[src/rtl/addfield_pkg.sv]
// addfield_pkg: mode constants and FSM state encoding shared by the
// addfield field inserter/overwriter and its testbench.
package addfield_pkg;

    localparam logic AF_INSERT    = 1'b0;
    localparam logic AF_OVERWRITE = 1'b1;

    typedef enum logic [2:0] {
        ST_IDLE  = 3'd0,
        ST_HEAD  = 3'd1,
        ST_FIELD = 3'd2,
        ST_TAIL  = 3'd3,
        ST_DRAIN = 3'd4
    } af_state_t;

endpackage

[src/rtl/addfield_bytedelay.sv]
// bytedelay: i_ce-gated shift register of {valid, byte} slots. The oldest
// slot is presented on the outputs; o_empty is high when no slot holds a
// valid byte.
module bytedelay #(
    parameter int DEPTH = 6
) (
    input  logic       i_clk,
    input  logic       i_reset,
    input  logic       i_ce,
    input  logic       i_v,
    input  logic [7:0] i_byte,
    output logic       o_v,
    output logic [7:0] o_byte,
    output logic       o_empty
);

    logic [8:0] stage [DEPTH];

    // Shift one {valid, byte} slot per tick, newest entering at stage 0
    always_ff @(posedge i_clk or posedge i_reset) begin
        if (i_reset) begin
            for (int i = 0; i < DEPTH; i++) begin
                stage[i] <= 9'h000;
            end
        end else if (i_ce) begin
            stage[0] <= {i_v, i_byte};
            for (int i = 1; i < DEPTH; i++) begin
                stage[i] <= stage[i-1];
            end
        end
    end

    // Line is empty when no slot carries a valid byte
    always_comb begin
        o_empty = 1'b1;
        for (int i = 0; i < DEPTH; i++) begin
            o_empty = o_empty & ~stage[i][8];
        end
    end

    assign o_v    = stage[DEPTH-1][8];
    assign o_byte = stage[DEPTH-1][7:0];

endmodule

[src/rtl/addfield.sv]
// addfield: inserts or overwrites an FLDBYTES-wide field at byte OFFSET of
// each packet in an i_ce-qualified byte stream. Enable, mode and field are
// latched at packet start. Bytes arriving after the current packet has ended
// but before the engine is idle are discarded as a whole packet (o_drop).
// Optional macro ADDFIELD_STATS_EN adds packet/drop counters o_pkts/o_drops.
module addfield
    import addfield_pkg::*;
#(
    parameter int OFFSET   = 6,
    parameter int FLDBYTES = 6
) (
    input  logic                    i_clk,
    input  logic                    i_reset,
    input  logic                    i_ce,
    input  logic                    i_en,
    input  logic                    i_mode,
    input  logic [8*FLDBYTES-1:0]   i_field,
    input  logic                    i_v,
    input  logic [7:0]              i_byte,
    output logic                    o_v,
    output logic [7:0]              o_byte,
    output logic                    o_busy,
    output logic                    o_drop
`ifdef ADDFIELD_STATS_EN
    ,
    output logic [31:0]             o_pkts,
    output logic [15:0]             o_drops
`endif
);

    localparam int CW = $clog2(OFFSET + FLDBYTES + 2);
    localparam int FW = (FLDBYTES < 2) ? 1 : $clog2(FLDBYTES + 1);
    localparam logic [CW-1:0] CNT_MAX = {CW{1'b1}};
    localparam logic [CW-1:0] OFF_C   = CW'(OFFSET);
    localparam logic [CW-1:0] WEND_C  = CW'(OFFSET + FLDBYTES);
    localparam logic [FW-1:0] FLAST_C = FW'(FLDBYTES - 1);

    // Byte idx of the field, counted from the most significant byte
    function automatic logic [7:0] field_byte(input logic [8*FLDBYTES-1:0] fld, input int idx);
        logic [8*FLDBYTES-1:0] sh;
        sh = fld << (8 * idx);
        return sh[8*FLDBYTES-1 -: 8];
    endfunction

    af_state_t               state_r, state_next;
    logic [CW-1:0]           cnt_r, cnt_next, cur_pos;
    logic [FW-1:0]           fidx_r, fidx_next;
    logic                    en_r, mode_r, ended_r, ended_next, discard_r, discard_next;
    logic [8*FLDBYTES-1:0]   field_r, cur_field;
    logic                    cur_en, cur_mode, start_s, ins_here_s, ow_here_s;
    logic                    v_next, drop_next, push_v_s;
    logic [7:0]              byte_next, ow_byte_s, push_byte_s;
    logic                    dly_v_s, dly_empty_s;
    logic [7:0]              dly_byte_s;

    // In IDLE the live inputs describe the packet that may start this tick
    assign cur_en    = (state_r == ST_IDLE) ? i_en    : en_r;
    assign cur_mode  = (state_r == ST_IDLE) ? i_mode  : mode_r;
    assign cur_field = (state_r == ST_IDLE) ? i_field : field_r;
    assign cur_pos   = (state_r == ST_IDLE) ? {CW{1'b0}} : cnt_r;

    assign start_s    = (state_r == ST_IDLE) && i_v && !discard_r;
    assign ins_here_s = cur_en && (cur_mode == AF_INSERT) && (cur_pos == OFF_C);
    assign ow_here_s  = cur_en && (cur_mode == AF_OVERWRITE) &&
                        (cur_pos >= OFF_C) && (cur_pos < WEND_C);
    assign ow_byte_s  = field_byte(cur_field, int'(cur_pos - OFF_C));
    assign push_byte_s = push_v_s ? i_byte : 8'h00;
    assign o_busy      = (state_r != ST_IDLE);

    bytedelay #(.DEPTH(FLDBYTES)) u_delay (
        .i_clk   (i_clk),
        .i_reset (i_reset),
        .i_ce    (i_ce),
        .i_v     (push_v_s),
        .i_byte  (push_byte_s),
        .o_v     (dly_v_s),
        .o_byte  (dly_byte_s),
        .o_empty (dly_empty_s)
    );

    // Next-state, next-output and delay-line push decisions for one tick
    always_comb begin
        state_next   = state_r;
        cnt_next     = cnt_r;
        fidx_next    = fidx_r;
        ended_next   = ended_r;
        discard_next = discard_r & i_v;
        v_next       = 1'b0;
        byte_next    = 8'h00;
        drop_next    = 1'b0;
        push_v_s     = 1'b0;
        case (state_r)
            ST_IDLE, ST_HEAD: begin
                ended_next = 1'b0;
                if (!i_v) begin
                    state_next = ST_IDLE;
                end else if ((state_r == ST_IDLE) && discard_r) begin
                    state_next = ST_IDLE;
                end else if (ins_here_s) begin
                    v_next     = 1'b1;
                    byte_next  = field_byte(cur_field, 0);
                    push_v_s   = 1'b1;
                    fidx_next  = FW'(1);
                    state_next = (FLDBYTES == 1) ? ST_TAIL : ST_FIELD;
                end else begin
                    v_next     = 1'b1;
                    byte_next  = ow_here_s ? ow_byte_s : i_byte;
                    cnt_next   = (cur_pos == CNT_MAX) ? CNT_MAX : cur_pos + CW'(1);
                    state_next = ST_HEAD;
                end
            end
            ST_FIELD: begin
                v_next     = 1'b1;
                byte_next  = field_byte(field_r, int'(fidx_r));
                fidx_next  = fidx_r + FW'(1);
                push_v_s   = i_v && !ended_r;
                ended_next = ended_r | ~i_v;
                if (i_v && ended_r && !discard_r) begin
                    drop_next    = 1'b1;
                    discard_next = 1'b1;
                end else begin
                    drop_next    = 1'b0;
                end
                if (fidx_r == FLAST_C) begin
                    state_next = (ended_r || !i_v) ? ST_DRAIN : ST_TAIL;
                end else begin
                    state_next = ST_FIELD;
                end
            end
            ST_TAIL: begin
                v_next     = dly_v_s;
                byte_next  = dly_byte_s;
                push_v_s   = i_v;
                state_next = i_v ? ST_TAIL : ST_DRAIN;
            end
            ST_DRAIN: begin
                v_next    = dly_v_s;
                byte_next = dly_byte_s;
                if (i_v && !discard_r) begin
                    drop_next    = 1'b1;
                    discard_next = 1'b1;
                end else begin
                    drop_next    = 1'b0;
                end
                state_next = dly_empty_s ? ST_IDLE : ST_DRAIN;
            end
            default: begin
                state_next = ST_IDLE;
            end
        endcase
    end

    // State, packet context and registered outputs advance only on ticks
    always_ff @(posedge i_clk or posedge i_reset) begin
        if (i_reset) begin
            state_r   <= ST_IDLE;
            cnt_r     <= {CW{1'b0}};
            fidx_r    <= {FW{1'b0}};
            en_r      <= 1'b0;
            mode_r    <= AF_INSERT;
            field_r   <= {(8*FLDBYTES){1'b0}};
            ended_r   <= 1'b0;
            discard_r <= 1'b0;
            o_v       <= 1'b0;
            o_byte    <= 8'h00;
            o_drop    <= 1'b0;
        end else if (i_ce) begin
            state_r   <= state_next;
            cnt_r     <= cnt_next;
            fidx_r    <= fidx_next;
            ended_r   <= ended_next;
            discard_r <= discard_next;
            o_v       <= v_next;
            o_byte    <= byte_next;
            o_drop    <= drop_next;
            if (start_s) begin
                en_r    <= i_en;
                mode_r  <= i_mode;
                field_r <= i_field;
            end
        end else begin
            o_drop <= 1'b0;
        end
    end

`ifdef ADDFIELD_STATS_EN
    // Wrapping counters of modified packets and rejected packets
    always_ff @(posedge i_clk or posedge i_reset) begin
        if (i_reset) begin
            o_pkts  <= 32'd0;
            o_drops <= 16'd0;
        end else if (i_ce) begin
            if (start_s && i_en) begin
                o_pkts <= o_pkts + 32'd1;
            end
            if (drop_next) begin
                o_drops <= o_drops + 16'd1;
            end
        end
    end
`endif

endmodule

[config.mk]
export PLATFORM = sky130hd
export DESIGN_NAME = addfield
export DESIGN_NICKNAME = d
export VERILOG_FILES = /design/src/rtl/addfield_pkg.sv /design/src/rtl/addfield_bytedelay.sv /design/src/rtl/addfield.sv
export SDC_FILE = /design/constraint.sdc
export NUM_CORES = 1
export LEC_CHECK = 0
export BUFFER_PORTS_ARGS = -buffer_cell sky130_fd_sc_hd__buf_4
export CAP_MARGIN = 10
export CORE_ASPECT_RATIO = 0.5
export CORE_UTILIZATION = 40
export DETAILED_ROUTE_END_ITERATION = 8
export GPL_TIMING_DRIVEN = 0
export HOLD_SLACK_MARGIN = 0.1
export PLACE_DENSITY = 0.57
export RECOVER_POWER = 50
export SYNTH_ARGS = -nofsm -noshare
export SYNTH_HDL_FRONTEND = slang
export SYNTH_SLANG_ARGS = --single-unit
export TNS_END_PERCENT = 5
[constraint.sdc]
create_clock -name i_clk -period 5.5 [get_ports i_clk]
set_input_delay 0.275 -clock i_clk [delete_from_list [all_inputs] [get_ports i_clk]]
set_output_delay 0.275 -clock i_clk [all_outputs]
set_load 0.1 [all_outputs]
### After elaboration in Yosys (flattened, before gate mapping)

Index checks and enable logic that the tools add are counted.

| word-level totals | value |
|---|---|
| bits in registers | 126 |
| bits of input ports | 62 |
| output and inout port bits | 11 |
| word-level logic and storage cells | 114 |

| cells by class | value |
|---|---|
| add/subtract/negate cells | 3 |
| order comparisons | 2 |
| equality and inequality tests | 10 |
| shift-type cells | 2 |
| muxes and demuxes | 38 |
| bitwise operators | 17 |
| reduce and logical (&&, ||, !) cells | 25 |

Operator list:

| kind | count |
|---|---|
| $mux W48 | 1 |
| $shl A48 B32 Y48 | 1 |
| $shl A48 B6 Y48 | 1 |
| $mux W8 | 5 |
| $pmux W8 S3 | 1 |
| $mux W3 | 7 |
| $logic_and A1 B1 Y1 | 12 |
| $mux W1 | 12 |
| $pmux W3 S4 | 1 |
| $not A1 Y1 | 10 |
| $reduce_and A5 Y1 | 2 |
| $mux W4 | 2 |
| $and A1 B1 Y1 | 6 |
| $eq A3 B2 Y1 const B | 2 |
| $eq A3 B3 Y1 const B | 2 |
| $mux W2 | 3 |
| $ne A2 B2 Y1 const B | 3 |
| $pmux W1 S2 | 3 |
| $pmux W1 S3 | 2 |
| $pmux W3 S2 | 1 |
| $sub A4 B3 Y5 const B | 1 |
| $add A4 B1 Y4 const B | 1 |
| $eq A4 B3 Y1 const B | 1 |
| $eq A4 B4 Y1 const B | 1 |
| other kinds (12) | 16 |

### Logic depth before layout (Yosys ltp)

Gate-level depths: netlist of the first run.

| depth | value |
|---|---|
| depth in word-level cells | 10 |
| depth in mapped cells | 13 |
| depth with buffers taken out | 10 |

### Modules after synthesis

Synthesis of the first run repeated with hierarchy kept, for this count alone.

| second synthesis, totals | value |
|---|---|
| cells, all modules | 543 |
| area total of the unflattened synthesis | 6,436.2 µm² |

Modules (own cells, without submodules):

| module | times used | cells an instance | area an instance (µm²) | sequential area each (µm²) |
|---|---|---|---|---|
| addfield | 1 | 418 | 4,327.9 | 1,801.7 |
| bytedelay | 1 | 125 | 2,108.3 | 1,351.3 |

### Worst setup path after synthesis of the first run

OpenSTA, ideal clock, no wires.

| path | value |
|---|---|
| path type | flip-flop to flip-flop |
| from | register state_r[2] |
| to | register o_byte[0] |
| library setup time | 0.142 ns |
| arrival time | 2.644 ns |
| data required time | 5.358 ns |
| slack | 2.714 ns |
| stages on the path, launching flop included | 13 |
| buffers on the path | 3 |
| period minus slack after synthesis | 2.786 ns |
| cells stage by stage | dfrtp_1 -> buf_6 -> nor3_2 -> inv_2 -> buf_2 -> nand2_1 -> ha_1 -> nand4bb_1 -> mux2_2 -> and4_1 -> buf_4 -> a22oi_1 -> o221ai_1 |

| on the way | value |
|---|---|
| longest elaborated chain between the ends | 10 |
| elaborated cells on any way between the ends | 28 |
| those cells by class | add/sub (1); order compare (2); eq/ne (5); shift (1); mux (9); bitwise (1); reduce/logical (9) |

Ends and longest elaborated chain:

| item | RTL line | source |
|---|---|---|
| from (decl) | addfield.sv:45 | `af_state_t state_r, state_next;` |
| from (signal assigned) | addfield.sv:168 | `state_r <= state_next;` |
| parallel branches: the longest is 9 deep, another holds $sub A4 B3 Y5 | n/a |  |
| $pmux W8 S3 (*) | addfield.sv:92 | `case (state_r)` |
| to (signal assigned) | addfield.sv:174 | `o_byte <= byte_next;` |
| to (decl) | addfield.sv:21 | `output logic [7:0] o_byte,` |

Every way passes the cells marked *.
A chain may end at the register's enable or synchronous reset.

==> results of run 1 <==
-- sequential cells by signal, summed over array words and instances (netlist names) --
signal          count
field_r            48
u_delay.stage      45
o_byte              8
u_delay.o_byte      8
cnt_r               4
fidx_r              3
state_r             3
discard_r           1
en_r                1
ended_r             1
mode_r              1
o_drop              1
o_v                 1
u_delay.o_v         1
-- metrics by stage --
step / hold WS [ps] / setup slack (ps)
finish: 114 / 1850
detailed placement: 308 / 2150
floorplan: 403 / 1870
CTS: 102 / 2140
global route: 103 / 1120
global placement: 465 / 165
-- kinds of logic after synthesis --
| kind of cell | Yosys count | synth area share |
|---|---|---|
| mux | 129 | 0.236 |
| flops | 126 | 0.492 |
| compound gates | 115 | 0.137 |
| simple gates | 89 | 0.0749 |
| buf+inv | 72 | 0.0486 |
| fa+ha+maj | 6 | 0.0117 |
-- path summary, 6_finish.rpt --
kind                        startpoint                 to  slack, ps
max                            i_reset        field_r[40]       1850
min                        i_field[41]        field_r[41]        110
max reg2reg                 state_r[2]          o_byte[6]       2100
min reg2reg                        o_v                o_v        480
max in group i_clk          state_r[2]          o_byte[6]       2100
min in group asynchronous      i_reset  u_delay.stage[35]        840
-- what timing repair did --
item                       in CTS  in global routing
setup endpoints to repair       0                  0
hold buffers                   52                  0
hold endpoints to repair       88                  0
-- cells in the final DEF, fill, tap and decap left out, types with 9 or more instances in the layout --
cell type	count
dfrtp_1	126
mux2_2	59
o32ai_1	10
nor3_1	11
clkbuf_1	17
mux2_1	37
a21oi_1	13
clkbuf_16	17
o21ai_0	17
buf_2	12
a22o_1	9
nor2b_1	10
dlygate4sd3_1	52
inv_1	29
o221ai_1	18
mux2i_1	24
buf_4	72
nand2_1	35
-- power groups by stage --
stage | Sequential, mW | Clock (mW) | Combinational, mW
floorplan | 1.61 | 0 | 1.31
global placement | 1.54 | 0 | 1.91
detailed placement | 1.55 | 0 | 1.93
CTS | 1.54 | 1.15 | 1.97
global route | 1.59 | 1.19 | 2.14
finish | 1.54 | 1.13 | 1.99
-- final cells by class --
class	instances	area share
sequential	126	0.379
multi-input combinational	339	0.355
timing repair buffer	123	0.126
clock buffer	17	0.0512
tap	204	0.0307
buffer	39	0.0226
clock inverter	15	0.0199
inverter	33	0.0151
-- per-layer routing --
metal | vias to the layer above | wire [um]
met5 | - | 0
met1 | 2392 | 8630
li1 | 2280 | -
met3 | 12 | 897
met4 | 0 | 127
met2 | 123 | 7080
==> impl_results.md, run 1 <==
- Max Cap Violations: 2
- RSZ-0062 raised after global routing: no
- Critical Path End Type: async pin
- Yosys top cell area share: 0.492
- Mapped Nets: 605
- Overall Global Routing Usage: 0.215
- Final instance area: 8310 um2
- Yosys reg bits: 126
- Core area: about 16000 um2
- Ys flop type: dfrtp_1
- Arr. time, crit path: 3720 ps
- Global-route wire length before repair: 27000 um
- Post-synth EDFFs: 0
- CTS tree: yes
- Met3 usage in global routing: 0.0425
- Ys async rst share: 1.00
- CP Class: in -> async
- Int Pwr: 2.77 mW
- Cell area after synthesis: 6410 um2
- Grt met1 use: 0.329
- Area contributors post-synth: dfrtp_1 49%, mux2_2 10%, mux2_1 6.5%
- Worst skew pair latency: about 410 ps
- Net Switching: 1.88 mW
- Initial antenna violation count: 0
- Power, Total: between 4 and 5 mW
- Util after Layout: 0.535
- Register Area: 3150 um2
- Ys Warns: 0
- Routed via count: about 4800
- CP peak stage delay: 1730 ps
- Critical path depth: 4
- Routed wire per std cell: ~19 um
- Fill cell count: 1399
- Worst path buffer plus inverter count: 4
- Layout Nets: 747
- Ant. Diodes: 0
- GRT busiest layer: met1
- Root Driver: clkbuf_16
- Largest net degree at the start of global routing: 90
- Clock Skew: 6.79 ps
- Layout area overhead: 29.6%
- CP top delay family: buffers and inverters
- Slew Limit Fails: about 130
- CP Max Fanout: 89
- Clock power frac: 0.242
- Status: finished with violations
- Vias in the first global route: 4749
- Gate power share: 0.427
- Ports: 73
- Post-CTS setup buffer count: 0
- Non-filler instance count after layout: 896
- Gr ovfl total: 0
- Top post-synthesis cells by count: 126 x dfrtp_1, 59 x mux2_2, 37 x mux2_1, 35 x nand2_1, 30 x inv_1
- Layout cells sized above 1: 0.303
- Hold depth: 2
- Final setup violation count: 0
- Input/output buffers: 70
- CTS Buf Count: 17
- Slew HR: -0.463
- Footprint of the multi-input gates: 2950 um2
- CTS H-tree depth: 4
- Vias per inst: approximately 5.4
- Switching Fraction: 0.405
- Clock Sink Count: 126
- Final ANT Viol Nets: 0
- WP data required: 5570 ps
- Power Dens Cells: 560 nW/um2
- Syn_area_per_cell: 11.9 um2
- Failing checks: capacitance limit, slew limit
- Final period util: 0.664
- Post_cts resized: 0
- Die ar.: about 17000 um2
- Initial Util: 0.413
- Class of the worst hold path: in -> reg
- Top-count cell post-synth: dfrtp_1
- Slowest library cell on the worst path: clkbuf_2
- Post-DP HPWL: 11900 um
- Clock slew at reported path FFs: 60 ps
- Seq/Total Area, Yosys: 0.492
- Initial drt markers: 367
- DRC Markers: 0
- Sum Neg Setup Slack: 0 ps
- Die Y-Extent: 91.5 um
- CP cell instances: dlygate4sd3_1 > clkbuf_4 > clkinvlp_2 > clkbuf_2
- Placed Cells: 812
- Syn Inst Count: about 540
- Drt first pass iters: 4
- Lkg Pwr: between 3 and 4 nW
- Final hold vios: 0
- Post-Route WL: ~17000 um
- Seq pwr share: 0.331
- Fmax achieved: 274 MHz
- Least-Margin Pin Slew: 2190 ps
- Peak VDD IR: 0.000257 V
- Maximum root-to-sink buffer count: 2
- Yosys top cell by area: dfrtp_1
- Die width: 181 um
- Crit path time final: around 3700 ps
- Row count: 32
- Met2 Use GR: 0.308
- Worst reg-to-reg path cell count: 10
- Area after DPL: just over 7000 um2
- Worst setup SP type: input pin
- Synth cell types: 59
- GP Congestion: 0.837
Note: power is estimated with default switching activity, not from simulation.
==> inputs of run 2 (changes only) <==
--- a/config.mk
+++ b/config.mk
@@ -12,7 +12,7 @@
 export DETAILED_ROUTE_END_ITERATION = 8
 export GPL_TIMING_DRIVEN = 0
 export HOLD_SLACK_MARGIN = 0.1
-export PLACE_DENSITY = 0.57
+export PLACE_DENSITY = 0.59
 export RECOVER_POWER = 50
 export SYNTH_ARGS = -nofsm -noshare
 export SYNTH_HDL_FRONTEND = slang
==> constraint.sdc (replaced) <==
create_clock -name i_clk -period 3.3 [get_ports i_clk]
set_input_delay 0.165 -clock i_clk [delete_from_list [all_inputs] [get_ports i_clk]]
set_output_delay 0.165 -clock i_clk [all_outputs]
set_load 0.1 [all_outputs]
==> run 2 against run 1 <==
Against the previous run: the flow still finishes with violations (capacitance limit, slew limit); routed wire length is 1.8% higher; largest power group unchanged; combinational power is 67% higher; register-to-register slack lost 1900 ps; first-iteration DRC count up 9.5%; sequential cell count unchanged; sequential share of layout area is 0.57 points lower; clock-buffer cell count unchanged; highest routed layer unchanged.
==> impl_results.md, run 2 (synthesis results as in run 1) <==
- Status: finished with violations
- Failing checks: capacitance limit, slew limit
- Layout area overhead: 31.6%
- Post-DP HPWL: 12200 um (+1.9%)
- Layout Nets: 757 (+1.3%)
- Peak VDD IR: 0.000503 V (+96%)
- Core area: 15500 um2 (unchanged)
- Least-Margin Pin Slew: 1860 ps (-338 ps)
- Area after DPL: 7260 um2 (+0.43%)
- Worst path buffer plus inverter count: 5 (+1)
- Maximum root-to-sink buffer count: 2 (unchanged)
- CP Max Fanout: 10 (-89%)
- Pre-CTS worst setup slack: -25.0 ps (-2170 ps)
- Most frequent cells in the layout: 126 x dfrtp_1, 62 x buf_4, 60 x dlygate4sd3_1
- Initial antenna violation count: 0 (unchanged)
- Largest registers: field_r x48, u_delay.stage x45
- Global-route wire length before repair: 27300 um (+1.1%)
- WP data required: 3620 ps (-1950 ps)
- Ports: 73 (unchanged)
- Arr. time, crit path: 3420 ps (-300 ps)
- Die Y-Extent: 91.5 um (unchanged)
- Slew Limit Fails: 38 (-71%)
- Root Driver: clkbuf_16
- Final instance area: 8440 um2 (+1.5%)
- Routed wire per std cell: 18.8 um (+0.71%)
- CTS H-tree depth: 4 (unchanged)
- Power Dens Cells: 929 nW/um2 (+66%)
- CP top delay family: buffers and inverters
- Vias in the first global route: 4806 (+1.2%)
- Most flop-heavy register: field_r
- Worst setup SP type: register
- CP cell instances: buf_6 > nor3_2 > inv_2 > and2_1 > clkbuf_1 > ha_1 > buf_1 > clkbuf_2 > a211oi_1 > o32ai_1 > a22oi_1 > o221ai_1
- Post-Route WL: 17000 um (+1.8%)
- Final period util: 0.940
- Final ANT Viol Nets: 0 (unchanged)
- Post-CTS setup buffer count: 0 (unchanged)
- Commonest non-fill, non-tap cell in the layout: dfrtp_1
- Layout cells sized above 1: 0.289 (-0.0143)
- Lkg Pwr: 3.80 nW (+1.0%)
- Routed via count: 4896 (+1.9%)
- Die ar.: 16600 um2 (unchanged)
- DRC Markers: 0 (unchanged)
- Fmax achieved: 322 MHz
- Min setup slack post-route: 198 ps (-1650 ps)
- Class of the worst hold path: in -> reg
- Slew HR: -0.238 (+0.225)
- Gr ovfl total: 0 (unchanged)
- Overall Global Routing Usage: 0.217 (+0.00251)
- Fill cell count: 1348 (-3.6%)
- CTS tree: yes
- Max Cap Violations: 1 (-1)
- Die width: 181 um (unchanged)
- Ant. Diodes: 0 (unchanged)
- Final hold vios: 0 (unchanged)
- Drt first pass iters: 4 (unchanged)
- CP Class: reg -> reg
- GP Congestion: 0.855 (+2.2%)
- CTS Buf Count: 17 (unchanged)
- Vias per inst: 5.40 (+0.73%)
- Initial Util: 0.413 (unchanged)
- Worst skew pair latency: 420 ps (about the same)
- Clock slew at reported path FFs: 60 ps (about the same)
- Row count: 32 (unchanged)
- Crit path time final: 3100 ps
- RSZ-0062 raised after global routing: no
- CP peak stage delay: 490 ps (-1240 ps)
- Clock Skew: 11.9 ps (+5.09 ps)
- Slowest library cell on the worst path: o32ai_1
- Initial drt markers: 402 (+9.5%)
- Input/output buffers: 70 (unchanged)
- Clock Sink Count: 126 (unchanged)
- Final setup violation count: 0 (unchanged)
- Number of flip-flops in the largest register: 48 (unchanged)
- Largest net degree at the start of global routing: 40 (-56%)
- Critical Path End Type: register
## run 2: cell count changes in the layout (fill, tap and decap cells not counted), sizes merged
cell	previous run	this run
buf	91	83
bufinv	1	3
clkbuf	36	45
clkinv	2	5
dlygate4sd3	52	60
dlymetal6s4s	0	1
inv	42	37
## run 2: metrics by stage
stage | util | std cells | power [mW] | setup TNS (ps) | hold slack [ps]
after floorplan | - | 537 | 4.87 | 0 | 293
after global placement | 0.463 | 811 | 5.74 | 0 | 377
after detailed placement | 0.467 | 814 | 5.81 | -26.5 | 218
after CTS | 0.546 | 906 | 7.85 | 0 | 344
after global routing | 0.543 | 906 | 8.25 | 0 | 454
final | 0.543 | 906 | 7.84 | 0 | 375
## run 2: power breakdown
| part | leakage, nW | internal (mW) | total (mW) | switching [mW] |
|---|---|---|---|---|
| Combinational | 1.88 | 1.42 | 3.32 | 1.90 |
| Clock | 0.296 | 1.20 | 1.95 | 0.751 |
| Sequential | 1.62 | 2.12 | 2.58 | 0.458 |
| Total | 3.80 | 4.74 | 7.84 | 3.11 |
## run 2: what timing repair did
action / CTS / global route
setup endpoints to repair: 2 / 8
hold endpoints to repair: 80 / 0
gates resized for setup: 1 / 3
pin swaps: 0 / 0
hold buffers: 60 / 0
## run 2: cell type report
cell class,instances,area [um2],area share
Sequential cell,126,3150,0.374
Multi-Input combinational cell,339,2970,0.352
Timing Repair Buffer,133,1140,0.135
Clock buffer,17,425,0.0504
Tap cell,204,255,0.0302
Buffer,39,189,0.0224
Clock inverter,15,184,0.0218
Inverter,33,125,0.0148
## run 2: path summary, 6_finish.rpt
path                             from           endpoint  slack [ps]  cells past startpoint
hold reg to reg                   o_v                o_v         480                      1
setup / recovery           state_r[2]          o_byte[0]         200                     12
hold / removal                   i_ce          fidx_r[1]         380                      3
setup reg to reg           state_r[2]          o_byte[0]         200                     12
max in group asynchronous     i_reset          fidx_r[0]         550                      4
min in group asynchronous     i_reset  u_delay.stage[44]         450                      3
## run 2: worst reg2reg max path: stages (launching register included)
cell	delay (ps)
dfrtp_1	370
buf_6	140
nor3_2	300
inv_2	120
and2_1	170
clkbuf_1	140
ha_1	300
buf_1	290
clkbuf_2	310
a211oi_1	80
o32ai_1	490
a22oi_1	140
o221ai_1	170
## run 2: routing by layer
| layer | wire, um | part of all wire | global-route usage |
|---|---|---|---|
| met1 | 8870 | 0.52 | 0.335 |
| met2 | 7140 | 0.42 | 0.305 |
| met3 | 870 | 0.051 | 0.0417 |
| met4 | 151 | 0.0089 | 0.0600 |
| met5 | 0 | 0 | 0 |
